--- config.mk ---
export PLATFORM = sky130hd
export DESIGN_NAME = controle_multiciclo
export DESIGN_NICKNAME = d
export VERILOG_FILES = /design/src/rtl/controle_multiciclo.sv
export SDC_FILE = /design/constraint.sdc
export NUM_CORES = 1
export LEC_CHECK = 0
export CORE_UTILIZATION = 30
export DETAILED_ROUTE_END_ITERATION = 10
export GPL_TIMING_DRIVEN = 0
export PLACE_DENSITY = 0.53
export SLEW_MARGIN = 20
export SYNTH_ARGS = -nofsm -noshare
export SYNTH_HDL_FRONTEND = slang
export SYNTH_SLANG_ARGS = --single-unit
--- constraint.sdc ---
create_clock -name clk -period 2.18 [get_ports clk]
set_clock_uncertainty 0.2 [all_clocks]
set_input_delay 0.436 -clock clk [delete_from_list [all_inputs] [get_ports clk]]
set_output_delay 0.436 -clock clk [all_outputs]
set_load 0.02 [all_outputs]
--- src/rtl/controle_multiciclo.sv ---
// rtl/controle_multiciclo.sv - multi-cycle control FSM for the 3-bit-opcode processor
// Sequences fetch/decode/execute/memory/write-back over one shared handshaked memory port.
module controle_multiciclo #(
    parameter int MAX_ESPERA = 15,
    parameter int LARG_CONT  = 8
) (
    input  logic       clk,
    input  logic       rst_n,
    input  logic [2:0] Opcode,
    input  logic       Zero,
    input  logic       MemPronta,
    output logic       IREsc,
    output logic       IouD,
    output logic       LerMem,
    output logic       EscMem,
    output logic [1:0] ULAOp,
    output logic [1:0] ULAFonte,
    output logic       EscReg,
    output logic       RegFonte,
    output logic       SelDest,
    output logic       EscPC,
    output logic [1:0] PCFonte,
    output logic       Parado,
    output logic       Erro,
    output logic [2:0] Estado
);

    localparam logic [2:0] BUSCA      = 3'd0;
    localparam logic [2:0] DECODIFICA = 3'd1;
    localparam logic [2:0] EXECUTA    = 3'd2;
    localparam logic [2:0] MEMORIA    = 3'd3;
    localparam logic [2:0] ESCRITA    = 3'd4;
    localparam logic [2:0] PARADO     = 3'd5;

    localparam logic [LARG_CONT-1:0] LIMITE = LARG_CONT'(MAX_ESPERA - 1);

    logic [2:0]           estadoAtual;
    logic [2:0]           proxEstado;
    logic [2:0]           opReg;
    logic [LARG_CONT-1:0] cont;
    logic                 erroReg;
    logic                 erroSet;
    logic                 esperando;

    always_ff @(posedge clk) begin
        if (!rst_n) begin
            estadoAtual <= BUSCA;
            opReg       <= 3'b000;
            cont        <= '0;
            erroReg     <= 1'b0;
        end else begin
            estadoAtual <= proxEstado;
            if (estadoAtual == DECODIFICA)
                opReg <= Opcode;
            if (erroSet)
                erroReg <= 1'b1;
            // Counter only runs while an access stalls; any exit leaves it cleared for the next entry.
            cont <= esperando ? cont + 1'b1 : '0;
        end
    end

    always_comb begin
        proxEstado = estadoAtual;
        erroSet    = 1'b0;
        esperando  = 1'b0;
        case (estadoAtual)
            BUSCA: begin
                if (MemPronta)
                    proxEstado = DECODIFICA;
                else if (cont == LIMITE) begin
                    proxEstado = PARADO;
                    erroSet    = 1'b1;
                end else
                    esperando = 1'b1;
            end
            DECODIFICA: proxEstado = (Opcode == 3'b111) ? PARADO : EXECUTA;
            EXECUTA: begin
                case (opReg)
                    3'b000, 3'b100, 3'b110: proxEstado = ESCRITA;
                    3'b001, 3'b010:         proxEstado = MEMORIA;
                    3'b011, 3'b101:         proxEstado = BUSCA;
                    default:                proxEstado = PARADO;
                endcase
            end
            MEMORIA: begin
                if (MemPronta)
                    proxEstado = (opReg == 3'b001) ? ESCRITA : BUSCA;
                else if (cont == LIMITE) begin
                    proxEstado = PARADO;
                    erroSet    = 1'b1;
                end else
                    esperando = 1'b1;
            end
            ESCRITA: proxEstado = BUSCA;
            PARADO:  proxEstado = PARADO;
            default: begin
                proxEstado = PARADO;
                erroSet    = 1'b1;
            end
        endcase
    end

    always_comb begin
        IREsc    = 1'b0;
        IouD     = 1'b0;
        LerMem   = 1'b0;
        EscMem   = 1'b0;
        ULAOp    = 2'b00;
        ULAFonte = 2'b00;
        EscReg   = 1'b0;
        RegFonte = 1'b0;
        SelDest  = 1'b0;
        EscPC    = 1'b0;
        PCFonte  = 2'b00;
        Parado   = 1'b0;
        Erro     = rst_n & erroReg;
        Estado   = estadoAtual;
        // Holding reset silences every control net, even mid-access.
        if (rst_n) begin
            case (estadoAtual)
                BUSCA: begin
                    LerMem = 1'b1;
                    if (MemPronta) begin
                        IREsc = 1'b1;
                        EscPC = 1'b1;
                    end
                end
                EXECUTA: begin
                    case (opReg)
                        3'b000: ULAOp = 2'b10;
                        3'b100: begin
                            ULAOp    = 2'b11;
                            ULAFonte = 2'b01;
                        end
                        3'b110: ULAOp = 2'b01;
                        3'b001, 3'b010: ULAFonte = 2'b01;
                        3'b011: begin
                            EscPC   = Zero;
                            PCFonte = 2'b01;
                        end
                        3'b101: begin
                            EscPC   = 1'b1;
                            PCFonte = 2'b10;
                        end
                        default: ;
                    endcase
                end
                MEMORIA: begin
                    IouD = 1'b1;
                    if (opReg == 3'b001)
                        LerMem = 1'b1;
                    else if (opReg == 3'b010) begin
                        EscMem  = 1'b1;
                        SelDest = 1'b1;
                    end
                end
                ESCRITA: begin
                    EscReg   = 1'b1;
                    RegFonte = (opReg == 3'b001);
                end
                PARADO:  Parado = 1'b1;
                default: ;
            endcase
        end
    end

endmodule

==> results of run 1 <==
-- sequential cells by signal, indices dropped and copies added (netlist names) --
| name | count |
|---|---|
| erroReg | 1 |
| opReg | 3 |
| cont | 8 |
| Estado | 3 |
-- final cells by class --
class / count / share of cell area, %
buffer: 10 / 6.692
clock buffer: 4 / 2.008
inverter: 3 / 0.8604
multi-input combinational: 98 / 50.10
sequential: 15 / 23.04
tap: 44 / 4.206
timing repair buffer: 22 / 13.10
-- stage by stage --
stage | std cells | total power [mW] | worst slack, ns | util, % | hold slack [ns]
final | 196 | 0.7694 | 0.08497 | 42.18 | 0.2752
after global placement | 193 | 0.6042 | -0.3898 | 41.29 | 0.2641
after CTS | 196 | 0.7613 | 0.003265 | 41.90 | 0.2787
after floorplan | 127 | 0.5169 | 0.05138 | - | 0.2372
after global routing | 196 | 0.8231 | 0.0009682 | 42.18 | 0.3025
after detailed placement | 193 | 0.6060 | -0.4107 | 41.29 | 0.2571
-- path summary, 6_finish.rpt --
kind                                 from    endpoint  cells past startpoint
worst max-delay path            Estado[2]  PCFonte[0]                      5
worst min-delay path              cont[0]     cont[0]                      1
worst max register to register    cont[0]   Estado[1]                      6
worst min register to register    cont[0]     cont[0]                      1
-- power groups by stage --
stage                     clock network (mW)  logic (mW)  registers [mW]
after floorplan                            0       0.195           0.322
after CTS                              0.163       0.292           0.306
after detailed placement                   0       0.294           0.312
after global routing                   0.177       0.335           0.311
after global placement                     0       0.292           0.312
final                                  0.157       0.305           0.307
-- cells by family after synthesis --
kind of cell | share of synthesized area (%)
mux | 1.000
fa+ha+maj | 2.500
buf+inv | 9.374
other cells | 0.3746
simple gates | 34.75
xor+xnor | 6.125
flops | 30.00
compound gates | 15.87
-- placed cells by master (no fill, tap or decap), types with 2 or more instances in the layout --
cell,n
and3_1,3
nor2b_4,2
xor2_1,5
buf_4,5
nor2_1,17
clkbuf_4,4
buf_6,3
nor3b_2,2
nand2_1,9
xnor2_1,2
nand4_1,3
and2_1,4
dlygate4sd2_1,2
clkdlybuf4s50_1,7
o21ai_0,7
nor2b_1,2
nor2_2,2
nand4b_1,2
a21boi_0,3
buf_2,9
a31oi_1,2
ha_1,2
a21oi_1,4
nor3_1,3
clkbuf_2,2
dfxtp_1,14
inv_1,3
nand3_1,3
-- worst register-to-register path, cell delays in order (launching register included) --
cell      delay, ns
dfxtp_1        0.35
inv_1          0.06
ha_1           0.13
nand4b_1       0.15
or4_4          0.47
a221oi_2       0.24
nor2_1         0.06
-- routing by layer --
metal,wire [um],global-route usage (%),vias to the layer above,part of all wire [%]
met5,0,0,-,0
met4,21,3.322,0,0.93
met3,133,4.329,4,5.9
met2,979,20.16,29,43
met1,1120,19.55,420,50
li1,-,-,486,-
-- timing repair --
action,CTS,global route
pin swaps,1,4
endpoints found under the setup margin,14,11
resized for setup,52,19
==> flow_metrics.py, run 1 <==
metrics = {
    "route": {
        "num_vias": 939,
        "first_pass_iters": 4,
        "antenna_left": 0,
        "drc": 0,
        "initialDrtViolationCount": 15,
        "vias_per_cell": 4.791,
        "wl_um": 2254,
        "wl_per_cell_um": 11.50,
    },
    "clock_tree": {
        "ctsHoldBuffers": 0,
        "cts_tree": "yes",
        "cts_setup_buffers": 0,
        "cts.clk_slew.worst_paths_ns": 0.09,
        "cts_inserted_buffers": 3,
        "cts-root-buf": "clkbuf_4",
        "cts.sinks": 15,
        "htree_levels": 1,
        "clock_path_buffers": 2,
        "clk_latency_ns": 0.28,
    },
    "floorplan": {
        "initial_core_util_pct": 32.26,
        "ioPinCount": 26,
        "core_area_um2": 3103,
        "dieHeight_um": 59.76,
        "die_area_um2": 3571,
        "rows": 20,
        "die_w_um": 59.76,
    },
    "critical_path": {
        "crit_chain": "buf_6, or2b_4, nor2_2, and3_1, buf_2",
        "cp-start-kind": "flop",
        "cpPeakStageDelay_ns": 0.33,
        "path_buf_inv": 2,
        "path_delay_family": "simple AND/OR/NAND/NOR gates",
        "worst-setup-path-type": "reg2out",
        "endpoint_kind": "primary output",
        "crit_fanout": 10,
        "cp.required_ns": 1.54,
        "arrival_ns": 1.46,
        "critPathSlowestCell": "dfxtp_1",
        "reg2reg_slack_ns": 0.42,
    },
    "place": {
        "hpwl_um": 1715,
        "port-buffer-count": 22,
        "gp_congestion": 0.7799,
        "placed_cell_area_um2": 1281,
    },
    "min_path": {
        "hp-class": "reg2reg",
    },
    "timing": {
        "final_hold_viol_count": 0,
        "min_period_over_period_pct": 96.10,
        "rsz0062_at_grt": "false",
        "tightest_slew_ns": 0.5915,
        "setup_viol": 0,
        "slew_violations": 0,
        "finalSetupTns_ns": 0,
        "fmax_mhz": 477.3,
        "slew_headroom_pct": 60.21,
        "finalCriticalPeriod_ns": 2.095,
    },
    "synth": {
        "synth-seq-area-share_pct": 30.00,
        "yosys-top-cells-count": "nor2_1, dfxtp_1, nand2_1, o21ai_0, xor2_1",
        "synth_top_area_share_pct": 30.00,
        "synthesis.area_um2": 1001,
        "synth-edff-count": 0,
        "yosys_warnings": 0,
        "synthCells": 127,
        "syn_nets": 136,
        "synth_top_area_cell": "dfxtp_1",
        "ys_seq_elements": 15,
        "async_reset_ff_share_pct": 0,
        "ys.flop_type": "dfxtp_1",
        "syn_area_per_cell_um2": 7.882,
        "yosysUniqueCellTypes": 43,
        "yosys-top-cells-area": "dfxtp_1, nor2_1, xor2_1",
        "yosysMostFrequentCell": "nor2_1",
    },
    "run_status": {
        "status": "finished, final reports clean",
    },
    "cells_and_area": {
        "multi_input_area_um2": 655.6,
        "fillers": 350,
        "drive_above_1_share_pct": 27.63,
        "regArea_um2": 301.5,
        "nNetsFinal": 162,
        "fin_area_um2": 1309,
        "antennaDiodeCount": 0,
        "area_delta_synth_final_pct": 30.75,
    },
    "power_and_ir_drop": {
        "vdd_ir_drop_max_v": 0.0004926,
        "clkPwrFrac_pct": 20.4,
        "p_int_mw": 0.4993,
        "swShare_pct": 35.11,
        "p_comb_share_pct": 39.6,
        "p_leak_nw": 0.5442,
        "power_density_nw_per_um2": 587.9,
        "switchingPower_mw": 0.2701,
        "p_seq_share_pct": 39.9,
    },
    "global_route": {
        "grt_pass1_vias": 817,
        "antenna_found_initial": 0,
        "grt_pass1_wl_um": 3705,
        "grt-ovfl-total": 0,
        "grt_use_total_pct": 13.78,
        "grt_start_max_net_pins": 11,
    },
    "run": {
        "drv_cap": 0,
    },
}
Power figures use the tool's default switching activity.
==> run 2: changes to the inputs <==
--- a/config.mk
+++ b/config.mk
@@ -5,6 +5,7 @@
 export SDC_FILE = /design/constraint.sdc
 export NUM_CORES = 1
 export LEC_CHECK = 0
+export CORE_ASPECT_RATIO = 0.6
 export CORE_UTILIZATION = 30
 export DETAILED_ROUTE_END_ITERATION = 10
 export GPL_TIMING_DRIVEN = 0
==> flow_metrics.py, run 2 (synthesis results as in run 1) <==
metrics = {
    "run_status": {
        "status": "finished, final reports clean",
    },
    "cells_and_area": {
        "fin_area_um2": 1331,
        "final_common_cell": "nor2_1",
        "antennaDiodeCount": 0,
        "top_register": "cont",
        "final_cell_mix": "nor2_1, dfxtp_1, nand2_1",
        "area_delta_synth_final_pct": 33.00,
        "nNetsFinal": 163,
        "largest_reg_flops": 8,
        "final_cells": 195,
        "drive_above_1_share_pct": 29.41,
    },
    "timing": {
        "final_hold_viol_count": 0,
        "slew_violations": 0,
        "min_period_over_period_pct": 96.22,
        "fmax_mhz": 476.7,
        "finalSetupTns_ns": 0,
        "tightest_slew_ns": 0.5377,
        "rsz0062_at_grt": "false",
        "slew_headroom_pct": 63.82,
        "finalCriticalPeriod_ns": 2.098,
        "timing.final.ws_setup_ns": 0.08230,
        "setup_viol": 0,
    },
    "floorplan": {
        "dieHeight_um": 46.75,
        "initial_core_util_pct": 33.13,
        "rows": 15,
        "die_area_um2": 3579,
        "ioPinCount": 26,
        "core_area_um2": 3022,
        "die_w_um": 76.57,
    },
    "route": {
        "initialDrtViolationCount": 49,
        "vias_per_cell": 4.851,
        "wl_um": 2430,
        "drc": 0,
        "antenna_left": 0,
        "num_vias": 946,
        "first_pass_iters": 4,
        "wl_per_cell_um": 12.46,
    },
    "power_and_ir_drop": {
        "swShare_pct": 34.09,
        "clkPwrFrac_pct": 26.9,
        "p_seq_share_pct": 36.1,
        "power_density_nw_per_um2": 643.1,
        "p_comb_share_pct": 37.0,
        "p_int_mw": 0.5642,
        "p_leak_nw": 0.5503,
        "switchingPower_mw": 0.2919,
        "vdd_ir_drop_max_v": 0.0003006,
    },
    "critical_path": {
        "critPathSlowestCell": "dfxtp_1",
        "cp.required_ns": 1.54,
        "crit_fanout": 10,
        "arrival_ns": 1.46,
        "path_buf_inv": 3,
        "cpPeakStageDelay_ns": 0.32,
        "worst-setup-path-type": "reg2out",
        "endpoint_kind": "primary output",
        "path_delay_family": "simple AND/OR/NAND/NOR gates",
        "cp-start-kind": "flop",
        "crit_chain": "buf_6, nor2b_2, nand3_2, nor3b_2, buf_4, buf_2",
    },
    "place": {
        "placed_cell_area_um2": 1279,
        "place_ws_ns": -0.3993,
        "hpwl_um": 1865,
        "place_inst": 191,
        "port-buffer-count": 22,
        "gp_congestion": 0.7868,
    },
    "clock_tree": {
        "cts.clk_slew.worst_paths_ns": 0.06,
        "cts.sinks": 15,
        "cts_tree": "yes",
        "htree_levels": 1,
        "clock_path_buffers": 2,
        "clk_latency_ns": 0.25,
        "cts_inserted_buffers": 3,
        "cts-root-buf": "clkbuf_8",
    },
    "global_route": {
        "grtUsageMet2_pct": 19.64,
        "grt_pass1_vias": 817,
        "grt_use_total_pct": 15.17,
        "antenna_found_initial": 0,
        "grt.busiest_layer": "met1",
        "use_met1_pct": 22.99,
        "grt_pass1_wl_um": 4091,
        "grt-ovfl-total": 0,
        "grt_use_met3_pct": 5.049,
        "grt_start_max_net_pins": 11,
    },
    "min_path": {
        "hp-class": "reg2reg",
    },
    "run": {
        "drv_cap": 0,
    },
}
-- run 2: path summary, 6_finish.rpt --
check,endpoint,start,slack (ns),depth (start not counted)
setup reg to reg,Estado[1],cont[0],0.41,6
hold reg to reg,cont[0],cont[0],0.28,1
hold / removal,cont[0],cont[0],0.28,1
setup / recovery,SelDest,Estado[2],0.08,6
-- run 2: metal layers --
metal	routed length (um)	share of wire (%)
met2	881	36
met4	30	1.2
met5	0	0
met1	1382	57
met3	135	5.6
-- run 2: power by group through the flow --
stage	combinational, mW	clock, mW	sequential [mW]
after CTS	0.293	0.238	0.307
after global routing	0.347	0.250	0.312
after global placement	0.294	0	0.313
after floorplan	0.195	0	0.322
final	0.317	0.230	0.309
after detailed placement	0.295	0	0.313
-- run 2: metrics by stage --
stage                     power [mW]  hold WS [ns]  utilization, %
after floorplan               0.5169        0.2372               -
after global placement        0.6073        0.2648           42.32
after detailed placement      0.6083        0.2747           42.32
after CTS                     0.8385        0.2898           43.89
after global routing          0.9094        0.3195           44.06
final                         0.8561        0.2827           44.06
-- run 2: final cells by class --
type	count	area, um^2
clock buffer	4	45.04
buffer	10	87.58
tap	42	52.55
multi-input combinational	98	653.1
sequential	15	301.5
inverter	3	11.26
fill	311	1690
timing repair buffer	23	180.2
-- run 2: timing repair --
action                                  CTS  global route
pin swaps                                 3             4
buffers inserted                          0             1
resized for setup                        44            21
hold buffers                              0             0
endpoints found under the setup margin   14            11
-- run 2: worst register-to-register path, delay by kind of cell (launching register included) --
kind            cells  cell delay, ns
compound gates      1            0.24
fa+ha+maj           1            0.15
buf+inv             1            0.07
flops               1            0.34
simple gates        3            0.66
==> run 3: changes to the inputs <==
==> constraint.sdc (replaced) <==
create_clock -name clk -period 2.5 [get_ports clk]
set_clock_uncertainty 0.2 [all_clocks]
set_input_delay 0.5 -clock clk [delete_from_list [all_inputs] [get_ports clk]]
set_output_delay 0.5 -clock clk [all_outputs]
set_load 0.02 [all_outputs]
==> flow_metrics.py, run 3 (synthesis results as in run 1) <==
metrics = {
    "min_path": {
        "hp-class": "reg2reg",
    },
    "critical_path": {
        "cp.required_ns": 1.80,
        "endpoint_kind": "primary output",
        "worst-setup-path-type": "in2out",
        "arrival_ns": 1.70,
        "crit_fanout": 10,
        "cp-start-kind": "input pin",
    },
    "timing": {
        "final_hold_viol_count": 0,
        "fmax_mhz": 417.1,
        "finalCriticalPeriod_ns": 2.397,
        "min_period_over_period_pct": 95.89,
        "setup_viol": 0,
        "tightest_slew_ns": 0.5840,
        "slew_violations": 0,
        "whs_ns": 0.2856,
        "slew_headroom_pct": 60.71,
        "rsz0062_at_grt": "false",
    },
    "power_and_ir_drop": {
        "p_leak_nw": 0.5999,
        "power_density_nw_per_um2": 546.5,
        "vdd_ir_drop_max_v": 0.0002348,
        "p_seq_share_pct": 37.2,
        "clkPwrFrac_pct": 27.2,
        "swShare_pct": 34.18,
        "p_comb_share_pct": 35.6,
        "p_int_mw": 0.4744,
        "switchingPower_mw": 0.2463,
    },
    "place": {
        "hpwl_um": 1935,
        "port-buffer-count": 22,
        "placed_cell_area_um2": 1274,
        "gp_congestion": 0.7693,
    },
    "clock_tree": {
        "cts.clk_slew.worst_paths_ns": 0.06,
        "clock_path_buffers": 2,
        "ctsHoldBuffers": 0,
        "cts_inserted_buffers": 3,
        "cts-root-buf": "clkbuf_8",
        "cts.sinks": 15,
        "clk_latency_ns": 0.25,
        "cts_tree": "yes",
        "htree_levels": 1,
    },
    "cells_and_area": {
        "regArea_um2": 300.3,
        "drive_above_1_share_pct": 16.34,
        "nNetsFinal": 163,
        "multi_input_area_um2": 619.3,
        "fillers": 321,
        "top_register": "cont",
        "final_cell_mix": "nor2_1, dfxtp_1, dlygate4sd2_1",
        "antennaDiodeCount": 0,
        "fin_area_um2": 1319,
        "largest_reg_flops": 8,
        "area_delta_synth_final_pct": 31.75,
        "final_common_cell": "nor2_1",
    },
    "floorplan": {
        "ioPinCount": 26,
        "rows": 15,
        "core_area_um2": 3022,
        "die_area_um2": 3579,
        "dieHeight_um": 46.75,
        "initial_core_util_pct": 33.13,
        "die_w_um": 76.57,
    },
    "route": {
        "vias_per_cell": 4.959,
        "num_vias": 967,
        "drc": 0,
        "first_pass_iters": 4,
        "antenna_left": 0,
        "wl_per_cell_um": 12.94,
        "initialDrtViolationCount": 51,
        "wl_um": 2523,
    },
    "global_route": {
        "grt-ovfl-total": 0,
        "grt_use_total_pct": 16.01,
        "grt_pass1_wl_um": 4264,
        "grt_start_max_net_pins": 11,
        "antenna_found_initial": 0,
        "grt_pass1_vias": 860,
    },
    "run": {
        "drv_cap": 0,
    },
    "run_status": {
        "status": "finished, final reports clean",
    },
}
[run 3: power groups by stage]
| stage | registers (mW) | clock network (mW) | logic (mW) |
|---|---|---|---|
| detailed placement | 0.273 | 0 | 0.260 |
| global placement | 0.273 | 0 | 0.256 |
| CTS | 0.268 | 0.205 | 0.257 |
| finish | 0.268 | 0.196 | 0.257 |
| global route | 0.270 | 0.213 | 0.283 |
| floorplan | 0.280 | 0 | 0.170 |
[run 3: worst paths after layout]
| kind | start | cells past startpoint | slack, ns | endpoint |
|---|---|---|---|---|
| setup / recovery | rst_n | 6 | 0.10 | SelDest |
| hold / removal | cont[0] | 1 | 0.29 | cont[0] |
| setup reg to reg | cont[0] | 6 | 0.75 | Estado[1] |
| hold reg to reg | cont[0] | 1 | 0.29 | cont[0] |
[run 3: worst max-delay path: stages]
cell	delay (ns)
clkbuf_2	0.19
nor2b_2	0.19
nand3_1	0.15
nor3b_2	0.23
buf_4	0.13
dlygate4sd2_1	0.32
[run 3: layout make-up]
| type | instances | share of cell area, % |
|---|---|---|
| tap | 42 | 3.985 |
| clock buffer | 3 | 3.131 |
| clock inverter | 1 | 0.3795 |
| buffer | 11 | 6.262 |
| multi-input combinational | 98 | 46.96 |
| sequential | 15 | 22.77 |
| timing repair buffer | 22 | 15.65 |
| inverter | 3 | 0.8539 |
[run 3: per-stage QoR]
| step | total power, mW | cells | setup WS (ns) | TNS, ns | utilization [%] |
|---|---|---|---|---|---|
| floorplan | 0.4502 | 127 | 0.001317 | 0 | - |
| global placement | 0.5282 | 191 | -0.2649 | -0.9430 | 42.15 |
| detailed placement | 0.5332 | 191 | -0.2972 | -1.103 | 42.15 |
| CTS | 0.7297 | 195 | 0.001294 | 0 | 43.56 |
| global route | 0.7666 | 195 | 0.02569 | 0 | 43.64 |
| finish | 0.7207 | 195 | 0.1027 | 0 | 43.64 |
[run 3: per-layer routing]
metal	vias up	GRT usage (%)	routed length, um
li1	489	-	-
met3	5	4.660	170
met5	-	0	0
met4	0	5.769	30
met1	436	22.73	1387
met2	37	23.24	933
[run 3: what timing repair did]
item	4_1_cts	5_1_grt
endpoints found under the setup margin	12	4
gates resized for setup	15	5
setup buffers	0	0
cloned	0	0
